===== config.mk =====
export PLATFORM = sky130hd
export DESIGN_NAME = ann_sequencer
export DESIGN_NICKNAME = d
export VERILOG_FILES = /design/src/rtl/ann_sequencer.sv
export SDC_FILE = /design/constraint.sdc
export NUM_CORES = 1
export LEC_CHECK = 0
export ABC_AREA = 0
export CAP_MARGIN = 20
export CORE_UTILIZATION = 40
export CTS_BUF_LIST = sky130_fd_sc_hd__clkbuf_4 sky130_fd_sc_hd__clkbuf_8
export CTS_CLUSTER_DIAMETER = 60
export CTS_CLUSTER_SIZE = 8
export DETAILED_ROUTE_END_ITERATION = 10
export GPL_ROUTABILITY_DRIVEN = 1
export PLACE_DENSITY = 0.62
export SLEW_MARGIN = 10
export SYNTH_ARGS = -nofsm -noshare
export SYNTH_HDL_FRONTEND = slang
export SYNTH_SLANG_ARGS = --single-unit

===== constraint.sdc =====
create_clock -name clk -period 4.5 [get_ports clk]
set_input_delay 0.9 -clock clk [delete_from_list [all_inputs] [get_ports clk]]
set_output_delay 0.9 -clock clk [all_outputs]
set_load 0.02 [all_outputs]

===== src/rtl/ann_sequencer.sv =====
// Layer/neuron sequencer for the ANN classifier: walks hidden then output layer,
// handshakes coefficients and MAC, tracks the output argmax, drives the 7-seg digit.
module ann_sequencer #(
  parameter int N_HIDDEN = 16,
  parameter int N_OUT    = 10,
  parameter int ACC_W    = 16
) (
  input  logic             clk,
  input  logic             rst,
  input  logic             image_weights_loaded,
  input  logic             start,
  input  logic             coef_ack,
  input  logic             mac_done,
  input  logic [ACC_W-1:0] mac_result,
  output logic             request_coef,
  output logic             coef_select,
  output logic [3:0]       node_idx,
  output logic             mac_start,
  output logic             busy,
  output logic             done_processing,
  output logic             aborted,
  output logic [7:0]       seven_seg
);

  typedef enum logic [2:0] {
    S_IDLE,
    S_WAIT_LOAD,
    S_REQ,
    S_FIRE,
    S_WAIT_MAC,
    S_DONE
  } state_t;

  localparam logic [3:0]       LAST_H    = 4'(N_HIDDEN - 1);
  localparam logic [3:0]       LAST_O    = 4'(N_OUT - 1);
  localparam logic [ACC_W-1:0] BEST_INIT = {1'b1, {(ACC_W-1){1'b0}}};

  state_t                   r_state;
  logic signed [ACC_W-1:0]  r_best_val;
  logic [3:0]               r_best_idx;

  logic signed [ACC_W-1:0]  w_res;
  logic                     w_better;
  logic [3:0]               w_final_idx;
  logic                     w_abort;

  assign w_res       = $signed(mac_result);
  assign w_better    = coef_select && (w_res > r_best_val);
  // The final output result is folded in here so the digit latched on entry to
  // DONE already accounts for it.
  assign w_final_idx = w_better ? node_idx : r_best_idx;
  assign w_abort     = !image_weights_loaded &&
                       (r_state == S_REQ || r_state == S_FIRE || r_state == S_WAIT_MAC);

  function automatic logic [7:0] seg_of(input logic [3:0] d);
    case (d)
      4'd0:    seg_of = 8'h3F;
      4'd1:    seg_of = 8'h06;
      4'd2:    seg_of = 8'h5B;
      4'd3:    seg_of = 8'h4F;
      4'd4:    seg_of = 8'h66;
      4'd5:    seg_of = 8'h6D;
      4'd6:    seg_of = 8'h7D;
      4'd7:    seg_of = 8'h07;
      4'd8:    seg_of = 8'h7F;
      4'd9:    seg_of = 8'h6F;
      default: seg_of = 8'h00;
    endcase
  endfunction

  always_ff @(posedge clk) begin
    if (rst) begin
      r_state         <= S_IDLE;
      request_coef    <= 1'b0;
      coef_select     <= 1'b0;
      node_idx        <= '0;
      mac_start       <= 1'b0;
      busy            <= 1'b0;
      done_processing <= 1'b0;
      aborted         <= 1'b0;
      seven_seg       <= '0;
      r_best_val      <= '0;
      r_best_idx      <= '0;
    end else begin
      mac_start       <= 1'b0;
      done_processing <= 1'b0;
      aborted         <= 1'b0;
      if (w_abort) begin
        r_state      <= S_IDLE;
        request_coef <= 1'b0;
        busy         <= 1'b0;
        aborted      <= 1'b1;
      end else begin
        case (r_state)
          S_IDLE: begin
            if (start) begin
              busy        <= 1'b1;
              node_idx    <= '0;
              coef_select <= 1'b0;
              r_best_val  <= BEST_INIT;
              r_best_idx  <= '0;
              if (image_weights_loaded) begin
                r_state      <= S_REQ;
                request_coef <= 1'b1;
              end else begin
                r_state <= S_WAIT_LOAD;
              end
            end
          end
          S_WAIT_LOAD: begin
            if (image_weights_loaded) begin
              r_state      <= S_REQ;
              request_coef <= 1'b1;
            end
          end
          S_REQ: begin
            if (coef_ack) begin
              request_coef <= 1'b0;
              mac_start    <= 1'b1;
              r_state      <= S_FIRE;
            end
          end
          S_FIRE: r_state <= S_WAIT_MAC;
          S_WAIT_MAC: begin
            if (mac_done) begin
              if (w_better) begin
                r_best_val <= w_res;
                r_best_idx <= node_idx;
              end
              if (coef_select && node_idx == LAST_O) begin
                r_state         <= S_DONE;
                done_processing <= 1'b1;
                seven_seg       <= seg_of(w_final_idx);
              end else begin
                r_state      <= S_REQ;
                request_coef <= 1'b1;
                if (!coef_select && node_idx == LAST_H) begin
                  coef_select <= 1'b1;
                  node_idx    <= '0;
                end else begin
                  node_idx <= node_idx + 4'd1;
                end
              end
            end
          end
          S_DONE: begin
            r_state <= S_IDLE;
            busy    <= 1'b0;
          end
          default: r_state <= S_IDLE;
        endcase
      end
    end
  end

endmodule


## Word level (Yosys, flattened, before mapping)

Memory sizes are Yosys's and may differ from the RTL's. A register that Yosys moved wholly into a read port is not among the register bits.
Index checks and enable logic that the tools add are counted.

| storage, ports and cells | value |
|---|---|
| register bits after elaboration | 41 |
| input port bits | 22 |
| output and inout port bits | 18 |
| memories | 1 |
| memory bits (read-only) | 112 |
| word-level logic and storage cells | 90 |

| operators by class | value |
|---|---|
| bitwise operators | 4 |
| reductions and logical operators | 23 |
| add/subtract/negate cells | 1 |
| magnitude comparators | 1 |
| equality and inequality tests | 14 |
| muxes and demuxes | 35 |

Memories:

| name | words | bits a word | rd ports | clocked after memory_dff | wr ports | RTL line | source |
|---|---|---|---|---|---|---|---|
| (no name shown) | 16 | 7 | 1 | 1 | 0 | 56 | `case (d)` |

Operators with widths:

| kind | number |
|---|---|
| 16-bit two-way mux | 3 |
| 16-bit case mux with 2 select lines | 1 |
| 4-bit two-way mux | 6 |
| 16-bit greater-than comparator | 1 |
| 4-bit case mux with 2 select lines | 2 |
| 3-bit two-way mux | 5 |
| 3-bit case mux with 5 select lines | 1 |
| 5-bit AND reduction | 3 |
| 1-bit two-way mux | 13 |
| 2-bit inequality test (second input constant) | 6 |
| 4-bit AND reduction | 3 |
| 4-bit == test (second input constant) | 2 |
| 3-bit by 2-bit == test with 1-bit output (second input constant) | 2 |
| 3-bit == test (second input constant) | 2 |
| 6-bit AND reduction | 1 |
| 4-bit by 1-bit adder with 4-bit output (second input constant) | 1 |
| 1-bit logical AND | 4 |
| 1-bit inverter | 4 |
| 1-bit case mux with 2 select lines | 2 |
| 1-bit case mux with 4 select lines | 1 |
| 2-bit nonzero test | 2 |
| 4-bit nonzero test | 1 |
| 4-bit OR reduction | 1 |
| 3-bit by 1-bit == test with 1-bit output (second input constant) | 1 |
| 8 further kinds | 10 |

## Longest topological paths before layout

Gate-level depths: netlist of run 1.

| logic depth | value |
|---|---|
| depth after elaboration | 6 |
| mapped depth | 14 |
| gate-level depth less buffers | 13 |

## Worst setup path before layout of run 1

OpenSTA, ideal clock, no wires.

| timing | value |
|---|---|
| path type | input to register |
| start | input port mac_result[1] |
| end | register seven_seg[0] |
| path buffers | 1 |
| slack | 0.691 ns |
| arrival time | 3.720 ns |
| setup time | 0.088 ns |
| data required time | 4.412 ns |
| cell stages on the path | 12 |
| cells stage by stage | ha_1 nor2b_1 o211ai_1 a2111oi_2 or4b_4 nand2_4 buf_2 mux2i_1 inv_1 ha_1 mux2_4 a311oi_2 |

| on the way | value |
|---|---|
| cells in the longest elaborated chain, start to end | 3 |

RTL lines:

| item | RTL line | source |
|---|---|---|
| from (decl) | 14 | `input logic [ACC_W-1:0] mac_result,` |
| 16-bit greater-than comparator | 48 | `assign w_better = coef_select && (w_res > r_best_val);` |
| 1-bit logical AND | 48 |  |
| 4-bit two-way mux | - |  |
| to (decl) | 22 | `output logic [7:0] seven_seg` |

Every way passes these cells.
A chain may end at the register's enable or synchronous reset.

## Worst setup path after layout of run 1

| timing | value |
|---|---|
| start | input port mac_result[1] |
| end | register seven_seg[1] |

The elaborated chain is that of the path after synthesis.

==> results.json, run 1 <==
{
  "synth_flop_cell": "dfxtp_1",
  "gp_congestion": 0.8363,
  "synth_mux_area_frac": 0.06350,
  "n_antenna_cell": 0,
  "slew_violations": 0,
  "worstReg2RegStart": "r_best_val[1]",
  "switching_share": 0.2890,
  "synth-simple-area-share": 0.1936,
  "required_ps": 4690,
  "start_util": 0.4270,
  "r2r_setup_slack_ps": 1330,
  "synth_xor_area_frac": 0.003614,
  "ctsRootBufferMaster": "clkbuf_8",
  "syn_nets": 343,
  "via_per_inst": 5.413,
  "syn-cell-area_um2": 2424,
  "min_path_cells": 2,
  "r2r-end": "seven_seg[1]",
  "rr_worst_depth": 12,
  "grt_pass1_vias": 2044,
  "path_class": "input pin to register",
  "finalSetupTns_ps": 0,
  "grt_start_max_net_pins": 24,
  "cts.clk_slew.worst_paths_ps": 80,
  "ant_nets": 0,
  "drive_above_1_share": 0.07273,
  "hold_class": "register to register",
  "status": "completed",
  "io_pins": 40,
  "combPwrFrac": 0.190,
  "final_common_cell": "nor2_1",
  "fp.coreArea_um2": 5675,
  "grt_pass1_wl_um": 9370,
  "power.density_nw_per_um2": 256.3,
  "cts_tree": "done",
  "p_sw_uw": 217.7,
  "area_growth_pct": 21.27,
  "syn_area_per_cell_um2": 8.160,
  "grt_usage": 0.1870,
  "mostFrequentLayoutCells": "53 x nor2_1, 40 x dfxtp_1, 38 x clkdlybuf4s50_1",
  "synth_compound_area_frac": 0.2173,
  "pwr-share-seq": 0.499,
  "hp-start": "seven_seg[2]",
  "crit_top_cell": "ha_1",
  "yosysSeqAreaShare": 0.3304,
  "crit_slowest_cell": "or4b_4",
  "worst-path-buf-inv": 2,
  "cts_resized": 0,
  "cts_buffers": 5,
  "clockBufferDepth": 2,
  "p_leak_nw": 1.063,
  "cp-start-kind": "input pin",
  "async_reset_ff_frac": 0,
  "fp.dieH_um": 79.84,
  "synth-edff-count": 0,
  "total_power_uw": 753.2,
  "cp_max_fo": 15,
  "synthCells": 297,
  "hold_viol": 0,
  "die-area_um2": 6374,
  "synth_area_leaders": "dfxtp_1 33%, ha_1 12%, nor2_1 8.2%, a22oi_1 5.3%, a21oi_1 4.7%",
  "cp_top_family": "simple AND/OR/NAND/NOR gates",
  "die_x_um": 79.84,
  "ys_warn_count": 0,
  "period_share": 0.8605,
  "fin_skew_ps": 6.212,
  "synth_cell_type_count": 46,
  "synth_top_cell_by_area": "dfxtp_1",
  "synthAdderAreaFrac": 0.1239,
  "hold_ws_ps": 460.5,
  "clkPwrFrac": 0.311,
  "overflow": 0,
  "finalSetupViolCount": 0,
  "postCtsSetupBuffers": 0,
  "clkLatencyLatePin_ps": 290,
  "drc": 0,
  "num_rows": 27,
  "first_pass_iters": 4,
  "synth_seq_cells": 40,
  "rsz0062_at_grt": "false",
  "cts_num_sinks": 40,
  "dp.final_hpwl_um": 3943,
  "htreeDepth": 2,
  "max_freq_ghz": 0.2583,
  "cp-end-kind": "register",
  "io_buffers": 38,
  "cpPeakStageDelay_ps": 550,
  "wl_per_cell_um": 13.97,
  "min_period_ps": 3872,
  "fin_nets": 376,
  "power.internal_uw": 535.5,
  "drt-initial-drc-count": 73,
  "arrival_ps": 4060,
  "cts.hold.buffers_added": 0,
  "num_vias": 2176,
  "holdPathEnd": "seven_seg[2]",
  "drt_wl_total_um": 5614,
  "synth_top_family_by_area": "compound AO/OA/AOI/OAI gates",
  "path_cells": "clkdlybuf4s50_1, ha_1, nor2b_1, o211ai_1, a2111oi_2, or4b_4, nand2_4, mux2i_1, inv_1, ha_1, a21oi_1, o31a_1",
  "yosys.area.top_type_share": 0.3304,
  "drv_cap": 0,
  "ir_drop_mv": 0.1722,
  "slew_headroom": 0.4034,
  "worst_slew_pin_slew_ps": 892.1,
  "antenna_found_initial": 0
}
metrics by stage:
stage	cells	area, um^2	utilization	setup slack [ps]
6_report	402	2939	0.5179	627.8
5_1_grt	402	2939	0.5179	419.7
4_1_cts	402	2939	0.5179	603.3
3_5_place_dp	395	2858	0.5035	290.4
3_3_place_gp	395	2858	0.5035	364.9
2_1_floorplan	297	2424	-	691.4
power groups by stage:
stage / clock network [mW] / registers [mW] / logic (mW)
after CTS: 0.243 / 0.376 / 0.144
after detailed placement: 0 / 0.384 / 0.142
after global routing: 0.261 / 0.378 / 0.162
after floorplan: 0 / 0.383 / 0.0893
after global placement: 0 / 0.384 / 0.142
final: 0.234 / 0.376 / 0.143
sequential cells by signal, summed over array words and instances, names as in the netlist:
register	count
mac_start	1
r_state	3
node_idx	4
seven_seg	7
done_processing	1
aborted	1
r_best_idx	4
r_best_val	16
request_coef	1
coef_select	1
busy	1
cell usage after synthesis, drive strengths merged, types with 2 or more instances:
master	n
nor2	53
dfxtp	40
inv	25
ha	24
a21oi	23
a22oi	17
clkbuf	13
nand2	13
o21ai	10
mux2i	9
nand3	7
nor3	6
mux2	5
nand4	4
nor2b	4
a2bb2oi	3
a31oi	3
buf	3
nor3b	3
o211ai	3
o21a	3
a211oi	2
a21o	2
a221oi	2
a311oi	2
and3	2
nor4	2
o31ai	2
logic make-up after synthesis:
family	Yosys count
AO/OA/AOI/OAI	77
multiplexers	14
flip-flops	40
buffers and inverters	41
adder cells (fa/ha/maj)	24
other	1
XOR/XNOR	1
AND/OR/NAND/NOR	99
routing by layer:
metal / part of all wire / GRT usage
met1: 0.49 / 0.2457
met3: 0.042 / 0.03886
met4: 0.012 / 0.05893
met5: 0 / 0
met2: 0.46 / 0.3043
worst max-delay path by stage:
stage	from	slack, ps	end	depth (start not counted)
finish	mac_result[1]	630	seven_seg[1]	12
CTS	mac_result[1]	600	seven_seg[1]	12
global placement	mac_result[1]	360	seven_seg[1]	12
floorplan	mac_result[1]	690	seven_seg[0]	12
global route	mac_result[15]	420	seven_seg[3]	11
detailed placement	mac_result[1]	290	seven_seg[1]	12
tightest hold or removal path, cell delays in order, from the launching register on:
cell	delay [ps]
dfxtp_1	320
nand2_1	50
a21oi_1	50
area by class of cell:
cell class,instances,area (um^2)
flip-flops and latches,40,800.8
multi-input cells,216,1463
clock inverters,1,5.005
fillers,558,2736
clock buffers,6,76.32
well taps,72,90.09
inverters,25,93.84
repair buffers,42,410.4
Note: power is estimated with default switching activity, not from simulation.
==> run 2, diff against run 1 <==
--- a/config.mk
+++ b/config.mk
@@ -13,7 +13,7 @@
 export CTS_CLUSTER_SIZE = 8
 export DETAILED_ROUTE_END_ITERATION = 10
 export GPL_ROUTABILITY_DRIVEN = 1
-export PLACE_DENSITY = 0.62
+export PLACE_DENSITY = 0.68
 export SLEW_MARGIN = 10
 export SYNTH_ARGS = -nofsm -noshare
 export SYNTH_HDL_FRONTEND = slang
==> run 2 against run 1 <==
  * Maximum frequency fell by 0.51%
  * Clock-buffer cell count is 2 higher
  * Global-route usage about the same
  * Non-clock buffer count stayed put
  * First-iteration DRC count rose by 32%
  * Combinational power about the same
  * Critical path depth unchanged
  * Total power grew 3.1%
  * Clock skew is 0.80 ps lower
  * Clock power increased by 9.8%
  * Highest routed layer unchanged
  * Largest cell class unchanged
  * Cell area is 0.55% higher
  * Register-to-register slack about the same
==> results.json, run 2 (synthesis results as in run 1) <==
{
  "cp-start-kind": "input pin",
  "fin_nets": 376,
  "cts_tree": "done",
  "slew_headroom": 0.4780,
  "fp.coreArea_um2": 5675,
  "n_antenna_cell": 0,
  "final_common_cell": "nor2_1",
  "hold_ws_ps": 461.5,
  "fin_cells": 403,
  "final_area_um2": 2955,
  "max_freq_ghz": 0.2569,
  "required_ps": 4680,
  "startpoint": "mac_result[13]",
  "endpoint": "seven_seg[1]",
  "io_pins": 40,
  "grt_pass1_vias": 2080,
  "ant_nets": 0,
  "via_per_inst": 5.521,
  "rr_worst_depth": 12,
  "gp_congestion": 0.8442,
  "drc": 0,
  "die_x_um": 79.84,
  "area_growth_pct": 21.94,
  "worstReg2RegStart": "r_best_val[1]",
  "grt_usage": 0.1873,
  "ir_drop_mv": 0.1511,
  "postCtsSetupBuffers": 0,
  "fillers": 576,
  "ctsRootBufferMaster": "clkbuf_8",
  "largest_register_ffs": 16,
  "htreeDepth": 2,
  "cts_num_sinks": 40,
  "cp-end-kind": "register",
  "power.density_nw_per_um2": 262.7,
  "period_share": 0.8649,
  "drt_wl_total_um": 5581,
  "setup_ws_ps": 608.1,
  "first_pass_iters": 4,
  "wl_per_cell_um": 13.85,
  "fp.dieH_um": 79.84,
  "hold_class": "register to register",
  "grt_start_max_net_pins": 22,
  "placed_cells": 395,
  "r2r-end": "seven_seg[1]",
  "grt_pass1_wl_um": 9377,
  "arrival_ps": 4070,
  "largestRegisters": "r_best_val x16, seven_seg x7",
  "cts.hold.buffers_added": 0,
  "min_period_ps": 3892,
  "drt-initial-drc-count": 96,
  "slew_violations": 0,
  "r2r_setup_slack_ps": 1320,
  "clkLatencyLatePin_ps": 290,
  "finalSetupTns_ps": 0,
  "fin_skew_ps": 5.416,
  "dp.final_hpwl_um": 4003,
  "overflow": 0,
  "die-area_um2": 6374,
  "cp_max_fo": 15,
  "hold_viol": 0,
  "worst_slew_pin_slew_ps": 780.5,
  "regMostFlops": "r_best_val",
  "drv_cap": 0,
  "min_path_cells": 2,
  "status": "completed",
  "drive_above_1_share": 0.07553,
  "path_class": "input pin to register",
  "io_buffers": 38,
  "clockBufferDepth": 2,
  "antenna_found_initial": 0,
  "cts_buffers": 5,
  "cts_resized": 0,
  "num_vias": 2225,
  "start_util": 0.4270,
  "dpl_worst_slack_ps": 277.9,
  "finalSetupViolCount": 0,
  "cts.clk_slew.worst_paths_ps": 80,
  "rsz0062_at_grt": "false",
  "dpl_cell_area_um2": 2858,
  "num_rows": 27,
  "p_leak_nw": 1.071,
  "mostFrequentLayoutCells": "53 x nor2_1, 40 x dfxtp_1, 38 x clkdlybuf4s50_1"
}
-- run 2: changes by cell type in the layout (fill, tap and decap cells not counted) --
cell and delta:
clkbuf_4 +1, clkinv_2 -1, clkbuf_8 +1
-- run 2: area by class of cell --
type,instances,area (um^2),share of cell area
Multi-Input combinational cell,216,1463,0.4949
Sequential cell,40,800.8,0.2710
Timing Repair Buffer,42,410.4,0.1389
Clock buffer,8,97.59,0.03302
Inverter,25,93.84,0.03175
Tap cell,72,90.09,0.03048
-- run 2: critical path: stages --
cell             delay, ps
clkdlybuf4s50_1        450
ha_1                   350
a21o_1                 190
nand3_1                 80
o311ai_1               130
or4b_4                 530
nand2_4                220
mux2i_1                420
inv_1                  150
ha_1                   310
a21oi_1                 80
o31a_1                 270
-- run 2: worst min path at each step --
stage / to / start / slack (ps)
after detailed placement: seven_seg[2] / seven_seg[2] / 450
after floorplan: r_best_val[15] / r_best_val[15] / 460
after global routing: seven_seg[2] / seven_seg[2] / 470
after CTS: seven_seg[2] / seven_seg[2] / 460
after global placement: seven_seg[2] / seven_seg[2] / 450
final: seven_seg[2] / seven_seg[2] / 460
-- run 2: routing by layer --
layer,track usage,share of wire
met1,0.2458,0.50
met2,0.3060,0.46
met3,0.04000,0.036
met4,0.05536,0.0088
met5,0,0
-- run 2: through the flow --
stage | utilization | power [mW]
after floorplan | - | 0.4719
after global placement | 0.5035 | 0.5259
after detailed placement | 0.5035 | 0.5263
after CTS | 0.5207 | 0.7827
after global routing | 0.5207 | 0.8202
final | 0.5207 | 0.7764
-- run 2: where the power goes --
| group | switching (mW) | total (mW) | leakage [nW] | internal, mW |
|---|---|---|---|---|
| registers | 0.0119 | 0.376 | 0.323 | 0.364 |
| logic | 0.0831 | 0.143 | 0.695 | 0.0598 |
| clock network | 0.120 | 0.257 | 0.0523 | 0.137 |
| total | 0.215 | 0.776 | 1.07 | 0.561 |
